File: config.mk
export PLATFORM = sky130hd
export DESIGN_NAME = foc_rx_deframer
export DESIGN_NICKNAME = d
export VERILOG_FILES = /design/src/rtl/foc_pkg.sv /design/src/rtl/foc_dec_5to4.sv /design/src/rtl/foc_rx_deframer.sv
export SDC_FILE = /design/constraint.sdc
export NUM_CORES = 1
export LEC_CHECK = 0
export CORE_MARGIN = 3
export CORE_UTILIZATION = 35
export CTS_BUF_LIST = sky130_fd_sc_hd__clkbuf_2
export CTS_CLUSTER_DIAMETER = 120
export DETAILED_ROUTE_END_ITERATION = 12
export HOLD_SLACK_MARGIN = 0.03
export PLACE_DENSITY = 0.56
export SLEW_MARGIN = 20
export SYNTH_ARGS = -nofsm -noshare
export SYNTH_HDL_FRONTEND = slang
export SYNTH_SLANG_ARGS = --single-unit
File: constraint.sdc
create_clock -name clk -period 1.8 [get_ports clk]
set_clock_uncertainty 0.05 [all_clocks]
set_input_delay 0.36 -clock clk [delete_from_list [all_inputs] [get_ports clk]]
set_output_delay 0.36 -clock clk [all_outputs]
set_load 0.01 [all_outputs]
File: src/rtl/foc_pkg.sv
// rtl/foc_pkg.sv - FOC 4-to-5 codeword table and decode helper shared by encoder and deframer
package foc_pkg;

    localparam int CW_W   = 5;
    localparam int NIB_W  = 4;
    localparam int NUM_CW = 16;

    typedef logic [CW_W-1:0]  cw_t;
    typedef logic [NIB_W-1:0] nib_t;

    typedef struct packed {
        logic illegal;
        nib_t nibble;
    } foc_dec_t;

    // Indexed by nibble value: entry i is the codeword the encoder emits for nibble i.
    localparam cw_t FOC_TABLE [NUM_CW] = '{
        5'b00000, 5'b00100, 5'b00001, 5'b00101,
        5'b00011, 5'b00111, 5'b10011, 5'b10111,
        5'b10000, 5'b10100, 5'b10001, 5'b10101,
        5'b11000, 5'b11100, 5'b11001, 5'b11101
    };

    function automatic foc_dec_t foc_decode(input cw_t cw);
        foc_dec_t r;
        r.illegal = 1'b1;
        r.nibble  = '0;
        for (int i = 0; i < NUM_CW; i++) begin
            if (cw == FOC_TABLE[i]) begin
                r.illegal = 1'b0;
                r.nibble  = NIB_W'(i);
            end
        end
        return r;
    endfunction

endpackage

File: src/rtl/foc_dec_5to4.sv
// rtl/foc_dec_5to4.sv - combinational FOC codeword to nibble decoder
module foc_dec_5to4
    import foc_pkg::*;
(
    input  logic [CW_W-1:0]  cw_in,
    output logic [NIB_W-1:0] nibble,
    output logic             illegal
);

    foc_dec_t dec;

    assign dec     = foc_decode(cw_in);
    assign nibble  = dec.nibble;
    assign illegal = dec.illegal;

endmodule

File: src/rtl/foc_rx_deframer.sv
// rtl/foc_rx_deframer.sv - FOC receive deframer: decode, pack nibbles into words, registered output
module foc_rx_deframer
    import foc_pkg::*;
#(
    parameter int NIBBLES = 4,
    parameter int ERR_W   = 8
) (
    input  logic                     clk,
    input  logic                     rst_n,
    input  logic [CW_W-1:0]          cw_in,
    input  logic                     cw_valid,
    output logic                     cw_ready,
    input  logic                     sync_clr,
    output logic [NIB_W*NIBBLES-1:0] data_out,
    output logic                     data_valid,
    input  logic                     data_ready,
    output logic                     data_err,
    output logic [ERR_W-1:0]         err_cnt
);

    localparam int WORD_W = NIB_W * NIBBLES;
    localparam int ACC_W  = WORD_W - NIB_W;
    localparam int CNT_W  = $clog2(NIBBLES);

    localparam logic [CNT_W-1:0] LAST_IDX = CNT_W'(NIBBLES - 1);

    localparam logic [0:0] ST_EMPTY = 1'b0;
    localparam logic [0:0] ST_FULL  = 1'b1;

    logic [0:0]        state_q,    state_d;
    logic [CNT_W-1:0]  nib_cnt_q,  nib_cnt_d;
    logic [ACC_W-1:0]  acc_q,      acc_d;
    logic              acc_err_q,  acc_err_d;
    logic [WORD_W-1:0] data_q,     data_d;
    logic              data_err_q, data_err_d;
    logic [ERR_W-1:0]  err_cnt_q,  err_cnt_d;

    logic [NIB_W-1:0]  dec_nib;
    logic              dec_ill;
    logic              accept;
    logic              take;
    logic              last;
    logic [WORD_W-1:0] word_next;

    foc_dec_5to4 u_dec (
        .cw_in   (cw_in),
        .nibble  (dec_nib),
        .illegal (dec_ill)
    );

    assign data_valid = (state_q == ST_FULL);
    assign cw_ready   = !data_valid || data_ready;
    assign data_out   = data_q;
    assign data_err   = data_err_q;
    assign err_cnt    = err_cnt_q;

    // A codeword accepted together with sync_clr is discarded entirely.
    assign accept = cw_valid && cw_ready;
    assign take   = accept && !sync_clr;
    assign last   = take && (nib_cnt_q == LAST_IDX);

    // Accumulator shifts right so the first nibble lands in the low bits of the word.
    assign word_next = {dec_nib, acc_q};

    always_comb begin
        nib_cnt_d  = nib_cnt_q;
        acc_d      = acc_q;
        acc_err_d  = acc_err_q;
        data_d     = data_q;
        data_err_d = data_err_q;
        err_cnt_d  = err_cnt_q;

        if (sync_clr) begin
            nib_cnt_d = '0;
            acc_d     = '0;
            acc_err_d = 1'b0;
        end else if (take) begin
            if (last) begin
                nib_cnt_d  = '0;
                acc_d      = '0;
                acc_err_d  = 1'b0;
                data_d     = word_next;
                data_err_d = acc_err_q | dec_ill;
            end else begin
                nib_cnt_d = nib_cnt_q + 1'b1;
                acc_d     = word_next[WORD_W-1:NIB_W];
                acc_err_d = acc_err_q | dec_ill;
            end
        end

        if (take && dec_ill && (err_cnt_q != {ERR_W{1'b1}})) begin
            err_cnt_d = err_cnt_q + 1'b1;
        end
    end

    always_comb begin
        state_d = state_q;
        case (state_q)
            ST_EMPTY: if (last)            state_d = ST_FULL;
            ST_FULL:  if (data_ready && !last) state_d = ST_EMPTY;
            default:                       state_d = ST_EMPTY;
        endcase
    end

    always_ff @(posedge clk or negedge rst_n) begin
        if (!rst_n) begin
            state_q    <= ST_EMPTY;
            nib_cnt_q  <= '0;
            acc_q      <= '0;
            acc_err_q  <= 1'b0;
            data_q     <= '0;
            data_err_q <= 1'b0;
            err_cnt_q  <= '0;
        end else begin
            state_q    <= state_d;
            nib_cnt_q  <= nib_cnt_d;
            acc_q      <= acc_d;
            acc_err_q  <= acc_err_d;
            data_q     <= data_d;
            data_err_q <= data_err_d;
            err_cnt_q  <= err_cnt_d;
        end
    end

endmodule

==> results of run 1 <==
## how the worst max path moves through the flow
stage / cells past startpoint / start / slack, ns / to
6_report: 1 / err_cnt[0]$_DFFE_PN0P_ / 0.06 / err_cnt[0]
5_1_grt: 1 / err_cnt[0]$_DFFE_PN0P_ / 0.0004 / err_cnt[0]
4_1_cts: 1 / err_cnt[2]$_DFFE_PN0P_ / 0.01 / err_cnt[2]
3_5_place_dp: 5 / data_ready / -0.21 / err_cnt[6]$_DFFE_PN0P_
3_3_place_gp: 3 / data_ready / -0.19 / cw_ready
2_1_floorplan: 5 / data_valid$_DFF_PN0_ / 0.23 / err_cnt[7]$_DFFE_PN0P_
## timing repair
item                                   in CTS  in global routing
setup endpoints to repair                   9                 24
hold buffers                                1                  0
setup buffers                               8                  3
endpoints found under the hold margin      22                  0
gates resized for setup                     4                 24
## cells in the mapped netlist (all sizes together), types with 2 or more instances
cell	instances
dfrtp	41
mux2	18
a22o	11
nand2	8
buf	6
nor4	6
xor2	6
nand3	5
nor2	4
a21oi	3
inv	3
nand2b	3
ha	2
## flip-flops by register name (all words and copies together), names as in the netlist
| register | flops |
|---|---|
| err_cnt | 8 |
| data_err | 1 |
| nib_cnt_q | 2 |
| acc_err_q | 1 |
| data_out | 16 |
| acc_q | 12 |
| data_valid | 1 |
## cell type report
class	instances	area (sq um)	area share, %
clock buffer	6	30.03	1.167
timing repair buffer	64	664.4	25.81
tap	67	83.83	3.257
sequential	41	1028	39.96
clock inverter	2	38.79	1.507
multi-input combinational	80	716.9	27.86
inverter	3	11.26	0.4375
## logic make-up after synthesis
group,count (synthesis),share of synthesized area (%)
XOR/XNOR,6,2.931
adder cells (fa/ha/maj),3,1.954
buffers and inverters,9,2.930
multiplexers,19,11.86
flip-flops,41,57.22
AO/OA/AOI/OAI,19,8.653
AND/OR/NAND/NOR,33,14.45
## layer usage
metal / vias up / wire, microns
li1: 606 / -
met1: 616 / 1739
met2: 24 / 1843
met3: 5 / 126
met4: 0 / 31
met5: - / 0
## stage by stage
stage               cells  TNS [ns]  utilization, %  total power, uW  hold slack [ns]
floorplan             130         0               -             1315          0.01441
global placement      243    -2.873           48.44             1585           0.2998
detailed placement    243    -4.278           48.44             1600           0.3064
CTS                   260         0           51.38             2243           0.3887
global route          263         0           53.08             2332           0.3837
finish                263         0           53.08             2208           0.3822
## where the power goes
group / switching [uW] / internal, uW
combinational: 272 / 313
sequential: 52.4 / 1010
clock: 312 / 244
==> summary.md, run 1 <==
| Metric | Value |
|---|---|
| Post-route cell area | 2574 sq um |
| Rel. slew slack | 66.86% |
| Yosys top cell area share | 57.22% |
| Row Count | 25 |
| Most common cell after layout, fill and taps aside | dfrtp_1 |
| # DRC | 0 |
| Synth area leader | dfrtp_1 |
| Slowest library cell on the worst path | clkdlybuf4s50_1 |
| GR peak layer | met2 |
| Starting density of the core | 36.98% |
| R2r worst-path depth | 6 |
| Clock sinks | 41 |
| Commonest non-fill, non-tap cells in the layout | 39 x dfrtp_1, 24 x dlymetal6s2s_1, 24 x buf_4, 15 x mux2_2, 11 x a22o_1 |
| Worst vdd ir | 0.4792 mV |
| Max-slew violations | 0 |
| Pre-antenna DRT Iters | 4 |
| Final Cycle Share | 96.63% |
| Syn nets | 142 |
| Hold Vio Cnt, Final | 0 |
| Fmax | 575.0 MHz |
| CP max stage delay | 0.53 ns |
| Met1 GRT Util | 16.57% |
| CTS Buf Count | 5 |
| Clock Latency Late Sink | 0.39 ns |
| Worst Hold Class | primary input to async pin |
| Final antenna-violating net count | 0 |
| Die width | 77.58 microns |
| Register bit total from synthesis | 41 |
| Warnings from Yosys | 0 |
| Nets | 207 |
| Core ar. | 4848 sq um |
| Minimum clock period | 1.739 ns |
| Syn avg cell area | 13.79 sq um |
| Total of max-cap violations | 0 |
| RSZ-0062 raised after global routing | false |
| Worst slew pin tran | 0.4972 ns |
| Total number of vias | 1,251 |
| Largest net degree at the start of global routing | 24 |
| GR Util All Layers | 13.10% |
| Launch point of the worst reg-to-reg path | err_cnt[0]$_DFFE_PN0P_ |
| Most used DFF post-synth | dfrtp_1 |
| Post-synth EDFFs | 0 |
| Nature of the critical path endpoint | output pin |
| DRT iter0 DRCs | 39 |
| CP delay by family, top | buffers and inverters |
| Root Buffer | clkbuf_2 |
| Share of layout cells above drive strength 1 | 33.67% |
| Via count of the first global-routing pass | 1,272 |
| Worst Slack Setup Final | 0.06072 ns |
| Largest cells by area after synthesis | dfrtp_1 57%, mux2_2 9.4%, a22o_1 5.4%, nor4_2 3.5%, xor2_1 2.9% |
| Area Growth Syn to Fin | 43.55% |
| Die Y | 77.58 microns |
| Met2 Resource Use GR | 21.76% |
| RR Endpoint | err_cnt[1]$_DFFE_PN0P_ |
| Crit Path Class | register to output pin |
| Mapped cell area | 1793 sq um |
| Met3 usage in global routing | 3.828% |
| Critical path peak fanout | 2 |
| Routed Wire Length | 3739 microns |
| CTS H-tree lvls | 2 |
| DP Worst Slack | -0.2128 ns |
| Status | finished, final reports clean |
| Async set or reset register ratio after synthesis | 100.0% |
| CP bufs+invs | 1 |
| Gate Count Post-Synth | 130 |
| Wire per inst | 14.22 microns |
| P_leak | 0.001601 uW |
| CTS tree | done |
| Initial antenna violation count | 0 |
| Critical path data arrival time | 1.33 ns |
| Number of port buffers | 36 |
| Sequential area share after synthesis | 57.22% |
| Worst EP required | 1.39 ns |
| Worst setup SP type | register |
| First-pass GRT wire length | 6223 microns |
| CTS clock-pin slew for the worst setup and hold paths | 0.22 ns |
| Gpl congestion | 0.7262 |
| Filler instances | 440 |
| Finish-stage setup viols | 0 |
| Placed instance area | 2349 sq um |
| Post-synth cell types | 32 |
| HPWL Detailed | 2629 microns |
| I/O pin total | 37 |
| Reg2reg setup slack | 0.12 ns |
| Vias per cell | 4.757 |
| Clock buffer depth | 2 |
| Crit-path cells | clkdlybuf4s50_1 |
| Gr ovfl total | 0 |
| PwrDens | 857.9 nW/um^2 |
| Ant diodes | 0 |
| Die Footprint | 6018 sq um |
No activity file was read; power rests on OpenSTA's default activity.
==> run 2, diff against run 1 <==
--- a/config.mk
+++ b/config.mk
@@ -12,7 +12,7 @@
 export DETAILED_ROUTE_END_ITERATION = 12
 export HOLD_SLACK_MARGIN = 0.03
 export PLACE_DENSITY = 0.56
-export SLEW_MARGIN = 20
+export RECOVER_POWER = 25
 export SYNTH_ARGS = -nofsm -noshare
 export SYNTH_HDL_FRONTEND = slang
 export SYNTH_SLANG_ARGS = --single-unit
==> run 2 against run 1 <==
Effect of this change: clock power is essentially flat; register-to-register slack barely moved; critical path depth unchanged; combinational power hardly changed; largest cell class unchanged; highest routed layer unchanged.
==> summary.md, run 2 (synthesis results as in run 1) <==
| Metric | Value |
|---|---|
| Status | finished, final reports clean |
| Core ar. | 4848 sq um (unchanged) |
| Initial antenna violation count | 0 (unchanged) |
| Die Footprint | 6018 sq um (unchanged) |
| Gr ovfl total | 0 (unchanged) |
| Crit-path cells | clkdlybuf4s50_1 |
| Worst setup SP type | register |
| Met3 usage in global routing | 3.828% (unchanged) |
| First-pass GRT wire length | 6223 microns (unchanged) |
| Max-slew violations | 0 (unchanged) |
| Clock Latency Late Sink | 0.39 ns (about the same) |
| Worst EP required | 1.39 ns (about the same) |
| CTS clock-pin slew for the worst setup and hold paths | 0.22 ns (about the same) |
| Final Cycle Share | 96.63% (unchanged) |
| Reg2reg setup slack | 0.12 ns (about the same) |
| CTS H-tree lvls | 2 (unchanged) |
| CP delay by family, top | buffers and inverters |
| Rel. slew slack | 66.92% (+0.068 points) |
| Commonest non-fill, non-tap cells in the layout | 39 x dfrtp_1, 24 x dlymetal6s2s_1, 23 x buf_4, 15 x mux2_2, 11 x a22o_1 |
| Gpl congestion | 0.7262 (unchanged) |
| CTS tree | done |
| Final antenna-violating net count | 0 (unchanged) |
| Worst Hold Class | primary input to async pin |
| WHS | 0.3818 ns (-0.0004320 ns) |
| CP bufs+invs | 1 (unchanged) |
| Routed Wire Length | 3743 microns (+0.11%) |
| P_leak | 0.001600 uW (about the same) |
| Clock sinks | 41 (unchanged) |
| Fmax | 575.0 MHz (unchanged) |
| Die Y | 77.58 microns (unchanged) |
| Worst vdd ir | 0.4791 mV (about the same) |
| I/O pin total | 37 (unchanged) |
| Finish-stage setup viols | 0 (unchanged) |
| RSZ-0062 raised after global routing | false |
| Max FFs per register | 16 (unchanged) |
| PwrDens | 859.2 nW/um^2 (+0.15%) |
| Area Growth Syn to Fin | 43.27% |
| Most common cell after layout, fill and taps aside | dfrtp_1 |
| Pre-antenna DRT Iters | 4 (unchanged) |
| Slowest library cell on the worst path | clkdlybuf4s50_1 |
| HPWL Detailed | 2629 microns (unchanged) |
| Share of layout cells above drive strength 1 | 33.16% (-0.51 points) |
| R2r worst-path depth | 6 (unchanged) |
| Final TNS setup | 0 ns (unchanged) |
| Worst slew pin tran | 0.4961 ns (-0.001018 ns) |
| Total of max-cap violations | 0 (unchanged) |
| Crit Path Class | register to output pin |
| CTS Buf Count | 5 (unchanged) |
| Minimum clock period | 1.739 ns (unchanged) |
| Number of port buffers | 36 (unchanged) |
| RR Endpoint | err_cnt[1]$_DFFE_PN0P_ |
| CP max stage delay | 0.53 ns (about the same) |
| Total number of vias | 1,251 (unchanged) |
| Nets | 207 (unchanged) |
| Root Buffer | clkbuf_2 |
| Clock buffer depth | 2 (unchanged) |
| Via count of the first global-routing pass | 1,272 (unchanged) |
| Starting density of the core | 36.98% (unchanged) |
| Critical path peak fanout | 2 (unchanged) |
| Met1 GRT Util | 16.57% (unchanged) |
| Critical path data arrival time | 1.33 ns (about the same) |
| GR peak layer | met2 |
| Post-route cell area | 2569 sq um (-0.19%) |
| Largest net degree at the start of global routing | 24 (unchanged) |
| Placed instance area | 2349 sq um (unchanged) |
| Hold Vio Cnt, Final | 0 (unchanged) |
| GR Util All Layers | 13.10% (unchanged) |
| Die width | 77.58 microns (unchanged) |
| # DRC | 0 (unchanged) |
| Met2 Resource Use GR | 21.76% (unchanged) |
| Ant diodes | 0 (unchanged) |
| Launch point of the worst reg-to-reg path | err_cnt[0]$_DFFE_PN0P_ |
| Nature of the critical path endpoint | output pin |
| Row Count | 25 (unchanged) |
| Vias per cell | 4.757 (unchanged) |
| Wire per inst | 14.23 microns (+0.11%) |
| DRT iter0 DRCs | 31 (-21%) |
-- run 2: cell types whose count changed in the layout (fill, tap and decap cells not counted), sizes merged --
cell    before  now
buf         28   27
clkbuf       6    7
-- run 2: final cells by class --
class                   instances  area, sq um
clock buffers                   6        30.03
clock inverters                 2        38.79
fillers                       441         2280
inverters                       3        11.26
multi-input cells              80        714.4
flip-flops and latches         41         1028
well taps                      67        83.83
repair buffers                 64        661.9
-- run 2: worst max path at each step --
stage	to	slack, ns	cells after the start	from
finish	err_cnt[0]	0.06	1	err_cnt[0]$_DFFE_PN0P_
global route	err_cnt[0]	0.0004	1	err_cnt[0]$_DFFE_PN0P_
CTS	err_cnt[2]	0.01	1	err_cnt[2]$_DFFE_PN0P_
detailed placement	err_cnt[6]$_DFFE_PN0P_	-0.21	5	data_ready
global placement	cw_ready	-0.19	3	data_ready
floorplan	err_cnt[7]$_DFFE_PN0P_	0.23	5	data_valid$_DFF_PN0_
-- run 2: layer usage --
metal	wire, microns	vias up
met1	1740	617
li1	-	605
met5	0	-
met2	1846	24
met3	124	5
met4	31	0
-- run 2: metrics by stage --
step,setup WS (ns),total power [uW],instances,util [%]
finish,0.06072,2207,263,52.98
global route,0.0004450,2331,263,52.98
CTS,0.01111,2243,260,51.38
detailed placement,-0.2128,1600,243,48.44
global placement,-0.1910,1585,243,48.44
floorplan,0.2346,1315,130,-
-- run 2: where the power goes --
| group | total [uW] | switching (uW) | leakage [uW] | internal (uW) |
|---|---|---|---|---|
| Combinational | 584 | 272 | 0.00100 | 312 |
| Clock | 556 | 312 | 0.0000432 | 244 |
| Sequential | 1070 | 52.4 | 0.000555 | 1010 |
| Total | 2210 | 636 | 0.00160 | 1570 |
-- run 2: timing repair --
action	CTS	global route
gates resized for setup	4	24
hold endpoints to repair	22	0
hold buffers	1	0
setup buffers	8	3
setup endpoints to repair	9	24
